File: src/rtl/car_pkg.sv
// Shared definitions for the car command path: motion codes, frame bit positions, transmitter states.
// Motion codes are one-hot, and STOP is all-zero. The transmitter maps any other code to STOP.
package car_pkg;

    localparam logic [3:0] MOVE_FORWARD = 4'b0001;
    localparam logic [3:0] MOVE_BACK    = 4'b0010;
    localparam logic [3:0] TURN_LEFT    = 4'b0100;
    localparam logic [3:0] TURN_RIGHT   = 4'b1000;
    localparam logic [3:0] STOP         = 4'b0000;

    localparam int FRM_POWER   = 0;
    localparam int FRM_MOVE_LO = 1;
    localparam int FRM_MOVE_HI = 4;
    localparam int FRM_PLACE   = 5;
    localparam int FRM_DESTROY = 6;
    localparam int FRM_RSVD    = 7;

`ifdef CAR_CMD_TX_PARITY_EN
    typedef enum logic [2:0] {ST_IDLE, ST_START, ST_DATA, ST_PARITY, ST_STOP} tx_state_t;
`else
    typedef enum logic [2:0] {ST_IDLE, ST_START, ST_DATA, ST_STOP} tx_state_t;
`endif

    function automatic logic [3:0] enc_move(input logic [3:0] ms);
        case (ms)
            MOVE_FORWARD, MOVE_BACK, TURN_LEFT, TURN_RIGHT: return ms;
            default:                                        return STOP;
        endcase
    endfunction

endpackage

File: src/rtl/car_cmd_tx_baud_gen.sv
// Bit-period timer for the command UART: tick pulses once every CLK_HZ/BAUD cycles while en is high.
// Latency: first tick BIT_CYC cycles after en rises. When en is low, the counter is cleared and held.
// Backpressure: none.
module baud_gen #(
    parameter int CLK_HZ = 100_000_000,
    parameter int BAUD   = 9600
) (
    input  logic sys_clk,
    input  logic rst,
    input  logic en,
    output logic tick
);

    localparam int BIT_CYC = CLK_HZ / BAUD;
    localparam int CW      = (BIT_CYC > 1) ? $clog2(BIT_CYC) : 1;
    localparam logic [CW-1:0] LAST = CW'(BIT_CYC - 1);

    logic [CW-1:0] cnt;

    assign tick = en && (cnt == LAST);

    always_ff @(posedge sys_clk or negedge rst) begin
        if (!rst) begin
            cnt <= '0;
        end else if (!en || cnt == LAST) begin
            cnt <= '0;
        end else begin
            cnt <= cnt + CW'(1);
        end
    end

endmodule

File: src/rtl/car_cmd_tx.sv
// UART command transmitter toward the car simulator; CAR_CMD_TX_PARITY_EN adds an even-parity bit.
// Latency: the start bit goes out on the edge after launch. A frame takes 10 bit periods, or 11 with parity.
// Backpressure: none. Inputs are evaluated only in IDLE. Beacon edges are held in pend flags until a frame carries them.
module car_cmd_tx
    import car_pkg::*;
#(
    parameter int CLK_HZ      = 100_000_000,
    parameter int BAUD        = 9600,
    parameter int REFRESH_CYC = 2_000_000
) (
    input  logic       sys_clk,
    input  logic       rst,
    input  logic       power,
    input  logic [3:0] moving_state,
    input  logic       pl_beacon_sig,
    input  logic       de_beacon_sig,
    output logic       tx,
    output logic       busy,
    output logic       frame_done
);

    localparam int RW = (REFRESH_CYC > 1) ? $clog2(REFRESH_CYC) : 1;
    localparam logic [RW-1:0] REFRESH_MAX = RW'(REFRESH_CYC - 1);

    tx_state_t     state;
    logic [7:0]    tx_byte;
    logic [2:0]    bit_idx;
    logic [4:0]    last_cmd;
    logic [RW-1:0] refresh_cnt;
    logic          pl_q, de_q, pl_pend, de_pend;
    logic          bit_tick;
    logic [4:0]    cur_cmd;
    logic          pl_rise, de_rise, launch;

    assign cur_cmd = {enc_move(moving_state), power};
    assign pl_rise = pl_beacon_sig & ~pl_q;
    assign de_rise = de_beacon_sig & ~de_q;
    assign launch  = (cur_cmd != last_cmd) || pl_pend || de_pend || (refresh_cnt == REFRESH_MAX);

    baud_gen #(
        .CLK_HZ (CLK_HZ),
        .BAUD   (BAUD)
    ) u_baud (
        .sys_clk (sys_clk),
        .rst     (rst),
        .en      (state != ST_IDLE),
        .tick    (bit_tick)
    );

    always_ff @(posedge sys_clk or negedge rst) begin
        if (!rst) begin
            state       <= ST_IDLE;
            tx          <= 1'b1;
            busy        <= 1'b0;
            frame_done  <= 1'b0;
            tx_byte     <= '0;
            bit_idx     <= '0;
            last_cmd    <= '0;
            refresh_cnt <= '0;
            pl_q        <= 1'b0;
            de_q        <= 1'b0;
            pl_pend     <= 1'b0;
            de_pend     <= 1'b0;
        end else begin
            pl_q       <= pl_beacon_sig;
            de_q       <= de_beacon_sig;
            pl_pend    <= pl_pend | pl_rise;
            de_pend    <= de_pend | de_rise;
            frame_done <= 1'b0;
            case (state)
                ST_IDLE: begin
                    if (launch) begin
                        // An edge arriving in the capture cycle is included here, not left pending.
                        tx_byte     <= {1'b0, de_pend | de_rise, pl_pend | pl_rise, cur_cmd};
                        last_cmd    <= cur_cmd;
                        pl_pend     <= 1'b0;
                        de_pend     <= 1'b0;
                        refresh_cnt <= '0;
                        bit_idx     <= '0;
                        tx          <= 1'b0;
                        busy        <= 1'b1;
                        state       <= ST_START;
                    end else if (refresh_cnt != REFRESH_MAX) begin
                        refresh_cnt <= refresh_cnt + RW'(1);
                    end
                end
                ST_START: begin
                    if (bit_tick) begin
                        tx    <= tx_byte[0];
                        state <= ST_DATA;
                    end
                end
                ST_DATA: begin
                    if (bit_tick) begin
                        if (bit_idx == 3'd7) begin
`ifdef CAR_CMD_TX_PARITY_EN
                            tx    <= ^tx_byte;
                            state <= ST_PARITY;
`else
                            tx    <= 1'b1;
                            state <= ST_STOP;
`endif
                        end else begin
                            bit_idx <= bit_idx + 3'd1;
                            tx      <= tx_byte[bit_idx + 3'd1];
                        end
                    end
                end
`ifdef CAR_CMD_TX_PARITY_EN
                ST_PARITY: begin
                    if (bit_tick) begin
                        tx    <= 1'b1;
                        state <= ST_STOP;
                    end
                end
`endif
                ST_STOP: begin
                    if (bit_tick) begin
                        busy       <= 1'b0;
                        frame_done <= 1'b1;
                        state      <= ST_IDLE;
                    end
                end
                default: state <= ST_IDLE;
            endcase
        end
    end

endmodule

File: config.mk
export PLATFORM = sky130hd
export DESIGN_NAME = car_cmd_tx
export DESIGN_NICKNAME = d
export VERILOG_FILES = /design/src/rtl/car_pkg.sv /design/src/rtl/car_cmd_tx_baud_gen.sv /design/src/rtl/car_cmd_tx.sv
export SDC_FILE = /design/constraint.sdc
export NUM_CORES = 1
export LEC_CHECK = 0
export CAP_MARGIN = 20
export CORE_UTILIZATION = 57
export CTS_BUF_LIST = sky130_fd_sc_hd__clkbuf_8
export DETAILED_ROUTE_END_ITERATION = 12
export PLACE_DENSITY = 0.79
export SETUP_SLACK_MARGIN = 0.02
export SYNTH_ARGS = -nofsm -noshare
export SYNTH_HDL_FRONTEND = slang
export SYNTH_HIERARCHICAL = 1
export SYNTH_SLANG_ARGS = --single-unit
export TNS_END_PERCENT = 5
File: constraint.sdc
create_clock -name sys_clk -period 2 [get_ports sys_clk]
set_input_delay 0.3 -clock sys_clk [delete_from_list [all_inputs] [get_ports sys_clk]]
set_output_delay 0.3 -clock sys_clk [all_outputs]
set_load 0.01 [all_outputs]
## Word-level counts from Yosys, hierarchy flattened

Cells that the tools add are included.

| word-level totals | value |
|---|---|
| logic and storage cells | 90 |
| register bits after elaboration | 60 |
| input bits | 9 |
| output and inout bits | 3 |

| cells by class | value |
|---|---|
| order comparisons | 1 |
| bitwise gates (word level) | 6 |
| eq/ne operators | 18 |
| reduce and logical (&&, ||, !) cells | 19 |
| muxes and demuxes | 30 |
| add/subtract/negate cells | 3 |

Operators by type and width:

| kind | count |
|---|---|
| $mux 21 | 2 |
| $mux 3 | 8 |
| $add 21x1->21 const B | 1 |
| $eq 21x21->1 const B | 1 |
| $ne 21x21->1 const B | 1 |
| $add 14x1->14 const B | 1 |
| $eq 14x14->1 const B | 1 |
| $mux 14 | 1 |
| $mux 1 | 13 |
| $ne 2x2->1 const B | 6 |
| $pmux 3 s4 | 1 |
| $reduce_and 4->1 | 2 |
| $eq 3x2->1 const B | 2 |
| $pmux 3 s2 | 1 |
| $reduce_bool 2->1 | 3 |
| $reduce_bool 3->1 | 2 |
| $ne 5x5->1 | 1 |
| $reduce_and 5->1 | 1 |
| $eq 4x1->1 const B | 1 |
| $eq 4x2->1 const B | 1 |
| $eq 4x3->1 const B | 1 |
| $eq 4x4->1 const B | 1 |
| $logic_or 1x1->1 | 4 |
| $lt 3x4->1 const B | 1 |
| 16 further kinds | 20 |

## Depth between registers and ports, before layout

| depth | value |
|---|---|
| depth after elaboration | 9 |
| mapped depth | 9 |
| mapped depth without buffers | 8 |

## Hierarchy

Netlist, hierarchy kept.

Modules (own cells, without submodules):

| module | sequential area each (µm²) | cells an instance | area an instance (µm²) | times used |
|---|---|---|---|---|
| car_cmd_tx | 1002.2 | 214 | 2160.8 | 1 |
| baud_gen | 350.3 | 73 | 709.4 | 1 |

## Least setup slack after synthesis

OpenSTA, ideal clock, no wires.

| timing path | value |
|---|---|
| path kind | input to register |
| start point | input moving_state[0] |
| end point | register state[1] |
| stages | 6 |
| required time | 1.875 ns |
| arrival | 2.151 ns |
| setup time | 0.125 ns |
| path buffers | 0 |
| path slack | -0.276 ns |
| cells stage by stage | or4b_4 -> a2111oi_4 -> nand3_2 -> nor4_4 -> or3_4 -> mux2_4 |

| on the way | value |
|---|---|
| word-level cells in the longest chain between the ends | 9 |
| elaborated cells on any way between the ends | 12 |
| those cells by class | 6 x eq/ne; 1 x mux; 5 x reduce/logical |

RTL lines:

| what | line | text |
|---|---|---|
| from (decl) | car_cmd_tx.sv:14 | `input logic [3:0] moving_state,` |
| $eq 4x1->1, or another cell as far along | car_pkg.sv:25 | `case (ms)` |
| $reduce_or 4->1 | car_pkg.sv:25 |  |
| $mux 4 * | car_pkg.sv:25 |  |
| $ne 5x5->1 * | car_cmd_tx.sv:38 | `assign launch = (cur_cmd != last_cmd) \|\| pl_pend \|\| de_pend \|\| (refresh_cnt == REFRESH_MAX);` |
| $logic_or 1x1->1 * (3 in a row) | car_cmd_tx.sv:38 |  |
| $ne 2x2->1 (no line) * | - |  |
| $reduce_and 5->1 (no line) * | - |  |
| to (signal assigned) | car_cmd_tx.sv:52 | `state <= ST_IDLE;` |
| to (signal assigned) | car_cmd_tx.sv:82 | `state <= ST_START;` |
| to (signal assigned) | car_cmd_tx.sv:90 | `state <= ST_DATA;` |
| to (decl) | car_cmd_tx.sv:25 | `tx_state_t state;` |

Mark *: on every way between the ends. The rest lies on a longest branch, timed or not.
A chain may end at the register's enable or synchronous reset.

## Worst setup path in the final report

| timing path | value |
|---|---|
| start point | register u_baud.cnt[10] |
| end point | register state[1] |

| on the way | value |
|---|---|
| word-level cells in the longest chain between the ends | 4 |
| elaborated cells on any way between the ends | 6 |
| those cells by class | 4 x eq/ne; 2 x reduce/logical |

RTL lines:

| what | line | text |
|---|---|---|
| from (decl) | car_cmd_tx_baud_gen.sv:18 | `logic [CW-1:0] cnt;` |
| from (signal assigned) | car_cmd_tx_baud_gen.sv:28 | `cnt <= cnt + CW'(1);` |
| $eq 14x14->1 * | car_cmd_tx_baud_gen.sv:20 | `assign tick = en && (cnt == LAST);` |
| $logic_and 1x1->1 * | car_cmd_tx_baud_gen.sv:20 |  |
| via bit_tick | car_cmd_tx.sv:31 | `logic bit_tick;` |
| $ne 2x2->1 (no line) | - |  |
| $reduce_and 5->1 (no line) * | - |  |

The timed path passes the listed nets; every way through them passes the cells marked *.

==> reports/metrics.cfg <==
[critical_path]
reg2regPathDepth=6
cp-start-kind=flip-flop
rr_startpoint=u_baud/cnt[10]
critPathKind=flip-flop to flip-flop
worstPathArrival_ns=2.31
r2r_setup_slack_ns=-0.10
r2r_end=state[1]
cpPeakStageDelay_ns=0.55
worstPathMaxFanout=4
worstPathRequired_ns=2.21
cp_cell_sequence=or4_4 -> nor4_4 -> and2_4 -> nor2_1 -> or3_4 -> mux2_4
cp-end-kind=flip-flop
crit_slowest_cell=or4_4

[clock_network]
clkLatencyLatePin_ns=0.32
clkTransAtPathRegs_ns=0.10
clk_path_buf_depth=2
post_cts_buffers=0
cts_made_buffers=5
tritoncts=yes
htreeDepth=2
clkSinkCount=54
clock-root-buffer=clkbuf_8

[sta]
clock_skew_ns=0.0108
layout_setup_ws_ns=-0.104
tightest_slew_ns=0.513
setup_violations=3
relSlewSlack=0.658
fin_crit_ns=2.10
drv_slew=0
fmax_mhz=475
rsz0062_at_grt=true
tns_ns=-0.210
finalCritPeriodShare=1.05
hold_viol_final=0

[drt]
drc=0
first_pass_iters=4
vias=2182
avgRoutedWirePerCell_um=14.1
routed_wl_mm=5.76
viasPerCell=5.32
drtIter0Drc=104
ant_nets=0

[worst_hold_path]
hold-path-cell-count=3
hp-start=moving_state[2]
hold_class=input port to flip-flop
hold_path_end=tx_byte[4]

[floorplanning]
dieArea_sq_um=5320
die_w_um=73.0
io_pins=12
core-area_sq_um=4790
rows=25
start_util=0.600
fp.dieH_um=73.0

[grt]
track_usage=0.244
grt_pass1_wl_mm=9.96
grt-ovfl-total=0
grt_start_max_net_pins=34
antenna_found_initial=0
first_global_vias=2261

[final_layout]
n_antenna_cell=0
drive_gt1_frac=0.257
finalNonFillerCells=410
nFillCells=330
fin_nets=360
area_delta_synth_final_pct=25.1
final_core_util=0.750

[power]
ir_drop_mv=0.380
leakagePower_uw=0.00154
power.density_nw_per_um2=581

[outcome]
violations=negative setup slack
outcome=complete, but fails checks

[logic_synthesis]
syn_area_per_cell_sq_um=10.0
ys_seq_area_frac=0.471
synth_ff_type=dfrtp_1
ys_ff_latch=54
synth_edf_count=0
yosysWarnings=6
syn_inst=287
synthArstFlopShare=1.00
syn_nets=305
syn_area_sq_um=2870
synth.distinct_cells=57

[placed_design]
placement.io_buffers=11
dp_cells=401
gp_congestion=0.832
post-dp-hpwl_mm=3.99

[job]
drv_cap=0

-- cells in the mapped netlist (2+ instances only) --
library cell	count	area (sq um)
buf_2	2	10.0
o31ai_1	2	15.0
mux2_2	4	45.0
nor4b_1	2	17.5
nand3_1	11	55.1
ha_1	9	113
nor2b_1	2	12.5
and2_1	2	12.5
nor3b_1	2	15.0
and3_1	2	12.5
o22ai_1	2	12.5
a221oi_1	2	17.5
inv_1	18	67.6
xor2_1	11	96.3
xnor2_1	21	184
mux2_4	2	30.0
nor3_1	7	35.0
nand4_1	8	50.1
nor2_1	53	199
o21ai_0	4	20.0
mux2i_1	4	40.0
nor4_1	5	31.3
a21oi_1	7	35.0
buf_6	2	22.5
dfrtp_1	53	1330
nand2_1	19	71.3
-- cells by family (layout without fill, tap and decap cells) --
logic type / count (synthesis) / after routing / synth area share
buffers and inverters: 24 / 80 / 0.0423
AOI/OAI and AO/OA: 28 / 28 / 0.0737
xor gates and xnor gates: 32 / 32 / 0.0976
adders and majority gates: 9 / 9 / 0.0392
DFF: 54 / 54 / 0.471
and+or+nand+nor: 130 / 130 / 0.236
muxes: 10 / 10 / 0.0401
-- per-stage QoR --
stage,setup slack (ns),cell area (sq um),hold slack [ns],total power [uW]
6_report,-0.104,3590,0.295,2090
5_1_grt,-0.166,3590,0.298,2170
4_1_cts,-0.108,3530,0.294,2100
3_5_place_dp,-0.709,3330,0.298,1210
3_3_place_gp,-0.597,3330,0.298,1210
2_1_floorplan,-0.276,2870,0.00441,1150
-- power breakdown --
group,switching (uW),internal (uW),leakage [uW],total (uW)
clock network,356,534,0.0000714,889
registers,4.13,1100,0.000597,1100
logic,50.2,44.2,0.000868,94.3
-- state kept, by name, indices dropped and copies added (netlist names) --
register and count:
frame_done 1, state 2, last_cmd 4, u_baud/cnt 14, tx 1, busy 1, pl_pend 1, de_q 1
de_pend 1, tx_byte 3, pl_q 1, bit_idx 3, refresh_cnt 21
-- placed cells by master, fill, tap and decap left out, types with 3 or more instances in the layout --
cell	count
ha_1	6
dfrtp_1	53
inv_1	18
nor4_4	3
nor3_1	4
nand3_1	11
buf_6	3
clkbuf_8	6
clkdlybuf4s50_1	6
nand2_1	19
nor4_1	4
nor2_1	51
a21oi_1	7
xnor2_1	21
nor3_2	3
buf_2	3
mux2_4	3
xor2_1	11
mux2i_1	4
nand4_1	8
buf_4	39
o21ai_0	4
mux2_2	3
-- per-layer routing --
| metal | GRT usage | vias to the layer above | part of all wire |
|---|---|---|---|
| met3 | 0.0511 | 8 | 0.027 |
| met4 | 0.0828 | 0 | 0.013 |
| met1 | 0.312 | 1061 | 0.46 |
| met5 | 0 | - | 0 |
| met2 | 0.412 | 26 | 0.50 |
| li1 | - | 1087 | - |
-- cell type report --
class,count,area [sq um],share of cell area
clock inverter,2,60.1,0.0167
sequential,54,1350,0.377
multi-input combinational,209,1500,0.417
clock buffer,6,82.6,0.0230
inverter,18,67.6,0.0188
tap,67,83.8,0.0234
timing repair buffer,54,447,0.124
-- critical path: cells and delay by family (launching register included) --
| family | cells | cell delay (ns) |
|---|---|---|
| and+or+nand+nor | 5 | 1.33 |
| DFF | 1 | 0.39 |
| muxes | 1 | 0.30 |
-- how the worst max path moves through the flow --
stage / slack [ns] / from / cells past startpoint / endpoint
5_1_grt: -0.17 / u_baud/cnt[10] / 6 / state[1]
3_5_place_dp: -0.71 / moving_state[1] / 6 / last_cmd[2]
3_3_place_gp: -0.60 / moving_state[1] / 8 / tx_byte[6]
4_1_cts: -0.11 / u_baud/cnt[10] / 6 / state[1]
2_1_floorplan: -0.28 / moving_state[0] / 6 / state[1]
6_report: -0.10 / u_baud/cnt[10] / 6 / state[1]
-- timing repair --
action                                  CTS  global route
hold buffers                              1             0
endpoints found under the setup margin   35            30
endpoints found under the hold margin    21             0
gates resized for setup                  31            12
pin swaps                                 8             5
Note: power is estimated with default switching activity, not from simulation.
